`src/rtl/apu_pkg.sv`:
```
// Shared definitions for the APU DMC sample-fetch DMA: state encoding and
// the default number of stolen CPU cycles ahead of the read.
package apu_pkg;

  localparam int unsigned STALL_CYC_DEF = 3;

  typedef enum logic [2:0] {
    ST_IDLE  = 3'd0,
    ST_HALT  = 3'd1,
    ST_STALL = 3'd2,
    ST_READ  = 3'd3,
    ST_DONE  = 3'd4
  } dma_state_e;

endpackage

```
`src/rtl/apu_dmc_dma.sv`:
```
// DMC sample-fetch DMA: halts the CPU, steals P_STALL_CYC cycles, then reads
// one byte over the system bus and hands it to the DMC with a one-clk grant.
//
// state | meaning
// IDLE  | no transfer, CPU runs
// HALT  | CPU halt requested, waiting for a CPU read cycle with OAM DMA idle
// STALL | committed, burning the remaining stolen cycles
// READ  | block owns the bus, sample captured on the next CPU cycle
// DONE  | one clk: grant (if still requested), CPU released
module apu_dmc_dma
  import apu_pkg::*;
#(
  parameter int unsigned P_STALL_CYC = STALL_CYC_DEF
) (
  input  logic        i_clk,
  input  logic        i_rstn,
  input  logic        i_cpu_ce,
  input  logic        i_dmc_req,
  input  logic [15:0] i_dmc_addr,
  output logic        o_dmc_gnt,
  output logic [7:0]  o_dmc_smpl,
  output logic        o_cpu_rdy,
  input  logic        i_cpu_wn,
  input  logic        i_oam_busy,
  output logic        o_bus_own,
  output logic [15:0] o_bus_addr,
  input  logic [7:0]  i_bus_rdata,
  output logic        o_busy
);

  localparam logic [2:0] CNT_LOAD = 3'(P_STALL_CYC - 1);

  dma_state_e  state_q, state_d;
  logic [2:0]  cnt_q, cnt_d;
  logic [15:0] addr_q, addr_d;
  logic [15:0] bus_addr_q, bus_addr_d;
  logic [7:0]  smpl_q, smpl_d;
  logic        accept;

  assign accept = i_cpu_ce & i_cpu_wn & ~i_oam_busy;

  always_comb begin
    state_d    = state_q;
    cnt_d      = cnt_q;
    addr_d     = addr_q;
    bus_addr_d = bus_addr_q;
    smpl_d     = smpl_q;
    unique case (state_q)
      ST_IDLE: begin
        if (i_dmc_req) state_d = ST_HALT;
      end
      ST_HALT: begin
        // a dropped request wins over a same-clk accept: nothing is committed yet
        if (!i_dmc_req) begin
          state_d = ST_IDLE;
        end else if (accept) begin
          addr_d = i_dmc_addr;
          cnt_d  = CNT_LOAD;
          if (CNT_LOAD == 3'd0) begin
            state_d    = ST_READ;
            bus_addr_d = i_dmc_addr;
          end else begin
            state_d = ST_STALL;
          end
        end
      end
      ST_STALL: begin
        if (i_cpu_ce) begin
          if (cnt_q == 3'd1) begin
            state_d    = ST_READ;
            cnt_d      = 3'd0;
            bus_addr_d = addr_q;
          end else begin
            cnt_d = cnt_q - 3'd1;
          end
        end
      end
      ST_READ: begin
        if (i_cpu_ce) begin
          smpl_d  = i_bus_rdata;
          state_d = ST_DONE;
        end
      end
      ST_DONE: begin
        state_d = ST_IDLE;
      end
      default: begin
        state_d = ST_IDLE;
        cnt_d   = 3'd0;
      end
    endcase
  end

  always_ff @(posedge i_clk or negedge i_rstn) begin
    if (!i_rstn) begin
      state_q    <= ST_IDLE;
      cnt_q      <= 3'd0;
      addr_q     <= 16'h0000;
      bus_addr_q <= 16'h0000;
      smpl_q     <= 8'h00;
    end else begin
      state_q    <= state_d;
      cnt_q      <= cnt_d;
      addr_q     <= addr_d;
      bus_addr_q <= bus_addr_d;
      smpl_q     <= smpl_d;
    end
  end

  assign o_dmc_gnt  = (state_q == ST_DONE) & i_dmc_req;
  assign o_dmc_smpl = smpl_q;
  assign o_cpu_rdy  = !((state_q == ST_HALT) || (state_q == ST_STALL) || (state_q == ST_READ));
  assign o_bus_own  = (state_q == ST_READ);
  assign o_bus_addr = bus_addr_q;
  assign o_busy     = (state_q != ST_IDLE);

endmodule

```
`config.mk`:
```
export PLATFORM = sky130hd
export DESIGN_NAME = apu_dmc_dma
export DESIGN_NICKNAME = d
export VERILOG_FILES = /design/src/rtl/apu_pkg.sv /design/src/rtl/apu_dmc_dma.sv
export SDC_FILE = /design/constraint.sdc
export NUM_CORES = 1
export LEC_CHECK = 0
export CAP_MARGIN = 20
export CORE_AREA = 5 5 47 89
export DETAILED_ROUTE_END_ITERATION = 16
export DIE_AREA = 0 0 52 94
export DONT_BUFFER_PORTS = 1
export PLACE_DENSITY = 0.81
export SLEW_MARGIN = 20
export SYNTH_ARGS = -nofsm -noshare
export SYNTH_HDL_FRONTEND = slang
export SYNTH_SLANG_ARGS = --single-unit
```
`constraint.sdc`:
```
create_clock -name i_clk -period 2.1 [get_ports i_clk]
set_input_delay 0.42 -clock i_clk [delete_from_list [all_inputs] [get_ports i_clk]]
set_output_delay 0.42 -clock i_clk [all_outputs]
set_load 0.05 [all_outputs]
```
After elaboration in Yosys (flattened, before gate mapping)
Index checks and enable logic that the tools add are counted.

Bits in registers: 46. Logic and storage cells: 45.

Add/subtract/negate cells: 1. Eq/ne operators: 12. Multiplexer cells: 11. Bitwise gates (word level): 5. Reductions and logical operators: 11.

Operators with widths (number): $mux W3 (9); $ne A2 B2 Y1 const B (6); $pmux W3 S4 (1); $pmux W3 S3 (1); $eq A3 B1 Y1 const B (2); $eq A3 B2 Y1 const B (2); $reduce_and A3 Y1 (2); $reduce_and A5 Y1 (1); $reduce_and A4 Y1 (1); $and A1 B1 Y1 (3); $eq A3 B3 Y1 const B (1); $logic_not A3 Y1 (1); $ne A3 B3 Y1 const B (1); $reduce_bool A3 Y1 (1); $reduce_or A3 Y1 (1); $sub A3 B1 Y3 const B (1); $logic_or A1 B1 Y1 (2); $not A1 Y1 (2); $reduce_and A2 Y1 (1); $logic_not A1 Y1 (1).

Logic depth before layout (Yosys ltp)
Gate-level depths: netlist of run 1.

Depth in word-level cells: 5. Gate-level depth with buffers: 6.

Least setup slack after synthesis of run 1
Ideal clock, no wire load.

Path type: input to register. From: input port i_dmc_req. To: register addr_q[10]. Setup time: 125 ps. Data arrival time: 1469 ps. Data required time: 1975 ps. Path slack: 506 ps. Stages: 6. Path buffers: 2. Cell sequence: nor2b_1 and3b_1 and3_1 buf_6 buf_12 mux2_4.

Cells in the longest elaborated chain, start to end: 1.

RTL lines: start: declaration (line apu_dmc_dma.sv:18) `input logic i_dmc_req,`; $reduce_and A3 Y1 (no source line); end signal: assignment (line apu_dmc_dma.sv:104) `addr_q <= addr_d;`; end: declaration (line apu_dmc_dma.sv:35) `logic [15:0] addr_q, addr_d;`.

Every way passes these cells. A chain may end at the register's enable or synchronous reset.

Worst setup path after layout of run 1
From: register state_q[0]. To: output port o_busy.

Cells in the longest elaborated chain, start to end: 1.

RTL lines: start: declaration (line apu_dmc_dma.sv:33) `dma_state_e state_q, state_d;`; start signal: assignment (line apu_dmc_dma.sv:102) `state_q <= state_d;`; $reduce_bool A3 Y1 (line apu_dmc_dma.sv:115) `assign o_busy = (state_q != ST_IDLE);`; end: declaration (line apu_dmc_dma.sv:28) `output logic o_busy`.

Every way passes these cells.

==> results.sh, run 1 <==
export IMPL_synth_edff_count=0
export IMPL_hold_path_startpoint="i_dmc_addr[12]"
export IMPL_detail_route_first_pass_iterations=5
export IMPL_yosysUniqueCellTypes=31
export IMPL_start_util=0.573
export IMPL_synth_area_mux_share=0.253
export IMPL_pin_count_of_the_biggest_net_entering_global_routing=47
export IMPL_minimum_period_implied_by_the_final_worst_setup_slack_ns=1.92
export IMPL_worstPathCellList="or3_2"
export IMPL_std_cell_rows=30
export IMPL_vias=1013
export IMPL_slew_limit_headroom=0.669
export IMPL_routed_wirelength_microns=3370
export IMPL_timing_max_transition_violations_final=0
export IMPL_n_antenna_cell=0
export IMPL_main_combinational_cell_family_by_area_after_synthesis="multiplexers"
export IMPL_path_clk_slew_ns=0.08
export IMPL_path_buf_inv=0
export IMPL_critical_path_max_stage_delay_ns=0.69
export IMPL_critical_path_max_fanout=11
export IMPL_core_region_area_sq_mm=0.00342
export IMPL_post_layout_nonfiller_instances=185
export IMPL_max_slew_worst_pin_slew_ns=0.496
export IMPL_grt_usage=0.157
export IMPL_cts_sinks=46
export IMPL_ctsLongestPathBuffers=2
export IMPL_regToRegStartpoint="state_q[1]"
export IMPL_rr_endpoint="addr_q[3]"
export IMPL_post_synth_and_or_nand_nor_area_fraction=0.0850
export IMPL_timing_final_setup_violations=0
export IMPL_synthesized_area_fraction_occupied_by_xor_and_xnor_cells=0
export IMPL_critPathTopFamily="simple AND/OR/NAND/NOR gates"
export IMPL_worstPathRequired_ns=1.68
export IMPL_synth_area_leader_cell="dfrtp_1"
export IMPL_netlist_area_sq_mm=0.00196
export IMPL_worst_setup_path_endpoint="o_busy"
export IMPL_port_buffers=0
export IMPL_layout_filler_cells=266
export IMPL_die_x_microns=52
export IMPL_synth_seq_cells=46
export IMPL_area_delta_synth_final_pct=7.09
export IMPL_clk_insertion_delay_late_ns=0.29
export IMPL_drt_initial_violations=6
export IMPL_finalClockSkew_ns=0.00486
export IMPL_mappedNetlistNets=162
export IMPL_synth_most_common_cell="dfrtp_1"
export IMPL_ys_async_sr_fraction=1.00
export IMPL_finish_net_count=169
export IMPL_synth_area_top_cells="dfrtp_1 (59%), mux2_2 (18%), mux2_4 (6.9%), ha_1 (1.3%), nand4b_4 (1.2%)"
export IMPL_post_drt_wl_per_cell_microns=18.2
export IMPL_setup_worst_path_end_class="output pin"
export IMPL_slowest_stage="or3_2"
export IMPL_cts_buffers=5
export IMPL_maxClockFrequency_mhz=522
export IMPL_number_of_vias_per_cell_after_detailed_routing=5.48
export IMPL_critPathLaunchType="flip-flop"
export IMPL_ys_seq_area_frac=0.588
export IMPL_synth_compound_area_share=0.0275
export IMPL_fp_dieArea_sq_mm=0.00489
export IMPL_globalplace_congestion=0.818
export IMPL_finalCritPeriodShare=0.912
export IMPL_grt_pass1_wl_microns=5660
export IMPL_drv_cap=0
export IMPL_drcViolationCount=0
export IMPL_postLayoutCoreUtil=0.614
export IMPL_postLayoutSetupSlackWorst_ns=0.184
export IMPL_synth_largest_type_area_fraction=0.588
export IMPL_die_height_microns=94
export IMPL_synthCells=130
export IMPL_yosys_warnings=0
export IMPL_p_per_area_mw_per_mm2=1430
export IMPL_place_detailed_instances=176
export IMPL_io_pin_count=58
export IMPL_synth_fa_ha_area_frac=0.0128
export IMPL_syn_area_per_cell_sq_um=15.1
export IMPL_synth_top_cells_by_count="dfrtp_1 (46), mux2_2 (32), mux2_4 (9)"
export IMPL_result_of_the_run="finished clean"
export IMPL_reg2reg_slack_ns=0.38
export IMPL_grt_setup_unrepaired="false"
export IMPL_initial_antenna_violation_count=0
export IMPL_path_class="flip-flop to output pin"
export IMPL_number_of_cells_traversed_by_the_worst_register_to_register_path=5
export IMPL_ctsRootBufferMaster="clkbuf_8"
export IMPL_setup_tns_final_ns=0
export IMPL_preCtsSetupSlack_ns=0.231
export IMPL_worstPathArrival_ns=1.50
export IMPL_timing_critical_path_depth=1
export IMPL_grt_pass1_vias=1105
export IMPL_synth_flop_cell="dfrtp_1"
export IMPL_hpwl_microns=2660
export IMPL_tritoncts_clock_tree="done"
export IMPL_post_route_cells_drive_above_1_share=0.431
export IMPL_cts_htree_levels=2
export IMPL_antenna_violating_nets_post_route=0
export IMPL_vdd_ir_drop_max_mv=0.897
export IMPL_setup_worst_path_start="state_q[0]"
export IMPL_final_hold_violation_count=0
export IMPL_globalRoute_totalOverflow=0
export IMPL_p_leak_nw=1.06
export IMPL_hold_class="primary input to flip-flop"
## where the power goes
part	internal [mW]	leakage, nW	total (mW)	switching, mW
Sequential	1.19	0.606	1.79	0.607
Combinational	0.383	0.405	0.711	0.329
Clock	0.223	0.0438	0.488	0.265
Total	1.79	1.06	2.99	1.20
## worst register-to-register path: cells and delay by family, from the launching register on
family,cells,cell delay (ns)
buffers and inverters,1,0.23
AND/OR/NAND/NOR,3,0.59
multiplexers,1,0.36
flip-flops,1,0.43
## state kept, by name, indices dropped and copies added (netlist names)
name	cells
addr_q	16
cnt_q	3
o_bus_addr	16
o_dmc_smpl	8
state_q	3
## layer usage
layer  up-vias  global-route usage  wire length (microns)
met1       501               0.182                   1190
met4         0              0.0656                     64
met5         -                   0                      0
met3         6              0.0493                    191
met2        38               0.259                   1920
li1        468                   -                      -
## layout make-up
class | instances | area [sq um] | share of cell area
clock inverter | 2 | 10.0 | 0.00477
timing repair buffer | 5 | 52.6 | 0.0251
clock buffer | 5 | 68.8 | 0.0328
inverter | 3 | 11.3 | 0.00537
multi-input combinational | 76 | 743 | 0.354
tap | 48 | 60.1 | 0.0286
sequential | 46 | 1150 | 0.549
## cells by family after synthesis
group	Yosys count
AO/OA/AOI/OAI	8
adder cells (fa/ha/maj)	2
buffers and inverters	8
flip-flops	46
multiplexers	41
AND/OR/NAND/NOR	25
## placed cells by master, fill, tap and decap left out, drive strengths merged
cell type	n
a21oi	2
a2bb2oi	1
a31oi	1
a41oi	1
and2	1
and3	2
and3b	1
buf	4
clkbuf	5
clkinv	2
dfrtp	46
dlygate4sd3	1
ha	2
inv	3
mux2	41
nand2	5
nand2b	2
nand3	1
nand4	1
nand4b	1
nor2	4
nor2b	4
nor3	1
o21ai	1
o22a	1
o22ai	1
or2	1
or3	1
## stage by stage
step	hold WS (ns)	total power [mW]	area, sq um
2_1_floorplan	0.124	2.37	1960
3_3_place_gp	0.126	2.45	1990
3_5_place_dp	0.126	2.52	1990
4_1_cts	0.263	3.03	2090
5_1_grt	0.256	3.16	2100
6_report	0.271	2.99	2100
## repair_timing
item	in CTS	in global routing
resized for setup	0	1
setup endpoints to repair	0	1
buffers inserted	0	0
hold buffers	2	0
hold endpoints to repair	46	0
## how the worst min path moves through the flow
stage	endpoint	cells past startpoint
after floorplan	addr_q[0]	0
after global placement	o_dmc_smpl[3]	0
after detailed placement	o_dmc_smpl[6]	0
after CTS	addr_q[12]	1
after global routing	addr_q[12]	1
final	addr_q[12]	1
No activity file was read; power rests on OpenSTA's default activity.
==> run 2: changes to the inputs <==
--- a/config.mk
+++ b/config.mk
@@ -6,11 +6,12 @@
 export NUM_CORES = 1
 export LEC_CHECK = 0
 export CAP_MARGIN = 20
-export CORE_AREA = 5 5 47 89
+export CORE_AREA = 5 5 45 86
 export DETAILED_ROUTE_END_ITERATION = 16
-export DIE_AREA = 0 0 52 94
+export DIE_AREA = 0 0 50 91
 export DONT_BUFFER_PORTS = 1
-export PLACE_DENSITY = 0.81
+export PLACE_DENSITY = 0.87
+export REMOVE_ABC_BUFFERS = 1
 export SLEW_MARGIN = 20
 export SYNTH_ARGS = -nofsm -noshare
 export SYNTH_HDL_FRONTEND = slang
==> constraint.sdc (replaced) <==
create_clock -name i_clk -period 2.25 [get_ports i_clk]
set_input_delay 0.45 -clock i_clk [delete_from_list [all_inputs] [get_ports i_clk]]
set_output_delay 0.45 -clock i_clk [all_outputs]
set_load 0.05 [all_outputs]
==> results.sh, run 2 (synthesis gave the netlist of run 1 again) <==
export IMPL_result_of_the_run="finished clean"
export IMPL_slew_limit_headroom=0.666
export IMPL_critical_path_max_fanout=11
export IMPL_area_delta_synth_final_pct=7.09
export IMPL_fp_dieArea_sq_mm=0.00455
export IMPL_critPathLaunchType="flip-flop"
export IMPL_fin_worst_hold_slack_ns=0.297
export IMPL_path_buf_inv=0
export IMPL_cts_sinks=46
export IMPL_globalRoute_totalOverflow=0
export IMPL_globalplace_congestion=0.742
export IMPL_io_pin_count=58
export IMPL_ctsLongestPathBuffers=2
export IMPL_worstPathRequired_ns=1.80
export IMPL_finish_net_count=168
export IMPL_routed_wirelength_microns=3630
export IMPL_die_x_microns=50
export IMPL_antenna_violating_nets_post_route=0
export IMPL_worstPathArrival_ns=1.52
export IMPL_critical_path_max_stage_delay_ns=0.69
export IMPL_core_region_area_sq_mm=0.00312
export IMPL_drt_initial_violations=20
export IMPL_detail_route_first_pass_iterations=4
export IMPL_n_antenna_cell=0
export IMPL_number_of_vias_per_cell_after_detailed_routing=6.18
export IMPL_start_util=0.628
export IMPL_reg2reg_slack_ns=0.47
export IMPL_number_of_cells_traversed_by_the_worst_register_to_register_path=5
export IMPL_grt_usage=0.173
export IMPL_die_height_microns=91
export IMPL_tritoncts_clock_tree="done"
export IMPL_timing_critical_path_depth=1
export IMPL_grt_pass1_vias=1212
export IMPL_hold_class="primary input to flip-flop"
export IMPL_drv_cap=0
export IMPL_final_hold_violation_count=0
export IMPL_finalCritPeriodShare=0.875
export IMPL_post_route_cells_drive_above_1_share=0.416
export IMPL_port_buffers=0
export IMPL_setup_tns_final_ns=0
export IMPL_worst_setup_path_endpoint="o_busy"
export IMPL_setup_worst_path_end_class="output pin"
export IMPL_slowest_stage="or3_2"
export IMPL_ctsRootBufferMaster="clkbuf_8"
export IMPL_pin_count_of_the_biggest_net_entering_global_routing=47
export IMPL_max_slew_worst_pin_slew_ns=0.500
export IMPL_initial_antenna_violation_count=0
export IMPL_hpwl_microns=2690
export IMPL_layout_common_cells="dfrtp_1 (46), mux2_2 (32), mux2_4 (9)"
export IMPL_timing_max_transition_violations_final=0
export IMPL_vdd_ir_drop_max_mv=0.735
export IMPL_p_leak_nw=1.06
export IMPL_critPathTopFamily="simple AND/OR/NAND/NOR gates"
export IMPL_grt_setup_unrepaired="false"
export IMPL_rr_endpoint="addr_q[15]"
export IMPL_setup_worst_path_start="state_q[0]"
export IMPL_cts_buffers=5
export IMPL_drcViolationCount=0
export IMPL_vias=1038
export IMPL_cts_resized=0
export IMPL_post_drt_wl_per_cell_microns=21.6
export IMPL_worstPathCellList="or3_2"
export IMPL_layout_filler_cells=212
export IMPL_cts_htree_levels=2
export IMPL_grt_pass1_wl_microns=6110
export IMPL_path_clk_slew_ns=0.09
export IMPL_layout_commonest_cell="dfrtp_1"
export IMPL_minimum_period_implied_by_the_final_worst_setup_slack_ns=1.97
export IMPL_finalClockSkew_ns=0.0103
export IMPL_timing_final_setup_violations=0
export IMPL_clk_insertion_delay_late_ns=0.29
export IMPL_maxClockFrequency_mhz=508
export IMPL_regToRegStartpoint="state_q[1]"
export IMPL_path_class="flip-flop to output pin"
export IMPL_postLayoutCoreUtil=0.672
export IMPL_std_cell_rows=29
export IMPL_p_per_area_mw_per_mm2=1400
-- run 2: cell count changes in the layout (fill, tap and decap cells not counted) --
cell	before	now
buf_4	3	2
nor2b_2	1	0
bufinv_16	0	1
nor2b_1	2	3
clkinvlp_4	0	1
clkinv_2	2	0
clkbuf_1	0	1
-- run 2: layout make-up --
class	instances	area [sq um]	share of cell area
Timing Repair Buffer	4	45.0	0.0215
Clock inverter	2	37.5	0.0179
Inverter	3	11.3	0.00537
Multi-Input combinational cell	76	741	0.353
Sequential cell	46	1150	0.549
Clock buffer	6	72.6	0.0346
Tap cell	31	38.8	0.0185
-- run 2: per-layer routing --
metal | global-route usage | share of wire | up-vias
li1 | - | - | 462
met1 | 0.182 | 0.31 | 525
met2 | 0.303 | 0.59 | 43
met3 | 0.0557 | 0.077 | 8
met4 | 0.0766 | 0.019 | 0
met5 | 0 | 0 | -
-- run 2: through the flow --
stage | setup slack, ns | std cells | power, mW | cell area, sq um
after floorplan | 0.326 | 125 | 2.19 | 1900
after global placement | 0.526 | 158 | 2.28 | 1960
after detailed placement | 0.443 | 158 | 2.35 | 1960
after CTS | 0.267 | 168 | 2.97 | 2100
after global routing | 0.191 | 168 | 3.10 | 2100
final | 0.280 | 168 | 2.93 | 2100
-- run 2: timing repair --
action,CTS,global route
endpoints found under the hold margin,46,0
setup endpoints to repair,0,0
buffers inserted,0,0
hold buffers,2,0
-- run 2: how the worst min path moves through the flow --
| stage | to | depth (start not counted) | start |
|---|---|---|---|
| final | addr_q[6] | 1 | i_dmc_addr[6] |
| after global routing | addr_q[8] | 1 | i_dmc_addr[8] |
| after CTS | addr_q[6] | 1 | i_dmc_addr[6] |
| after detailed placement | o_bus_addr[10] | 0 | i_rstn |
| after global placement | addr_q[11] | 0 | i_rstn |
| after floorplan | addr_q[0] | 0 | i_rstn |
-- run 2: report_power, final --
group / total [mW] / switching [mW] / internal (mW) / leakage [nW]
Clock: 0.589 / 0.258 / 0.331 / 0.0514
Sequential: 1.68 / 0.570 / 1.11 / 0.606
Combinational: 0.664 / 0.307 / 0.357 / 0.400
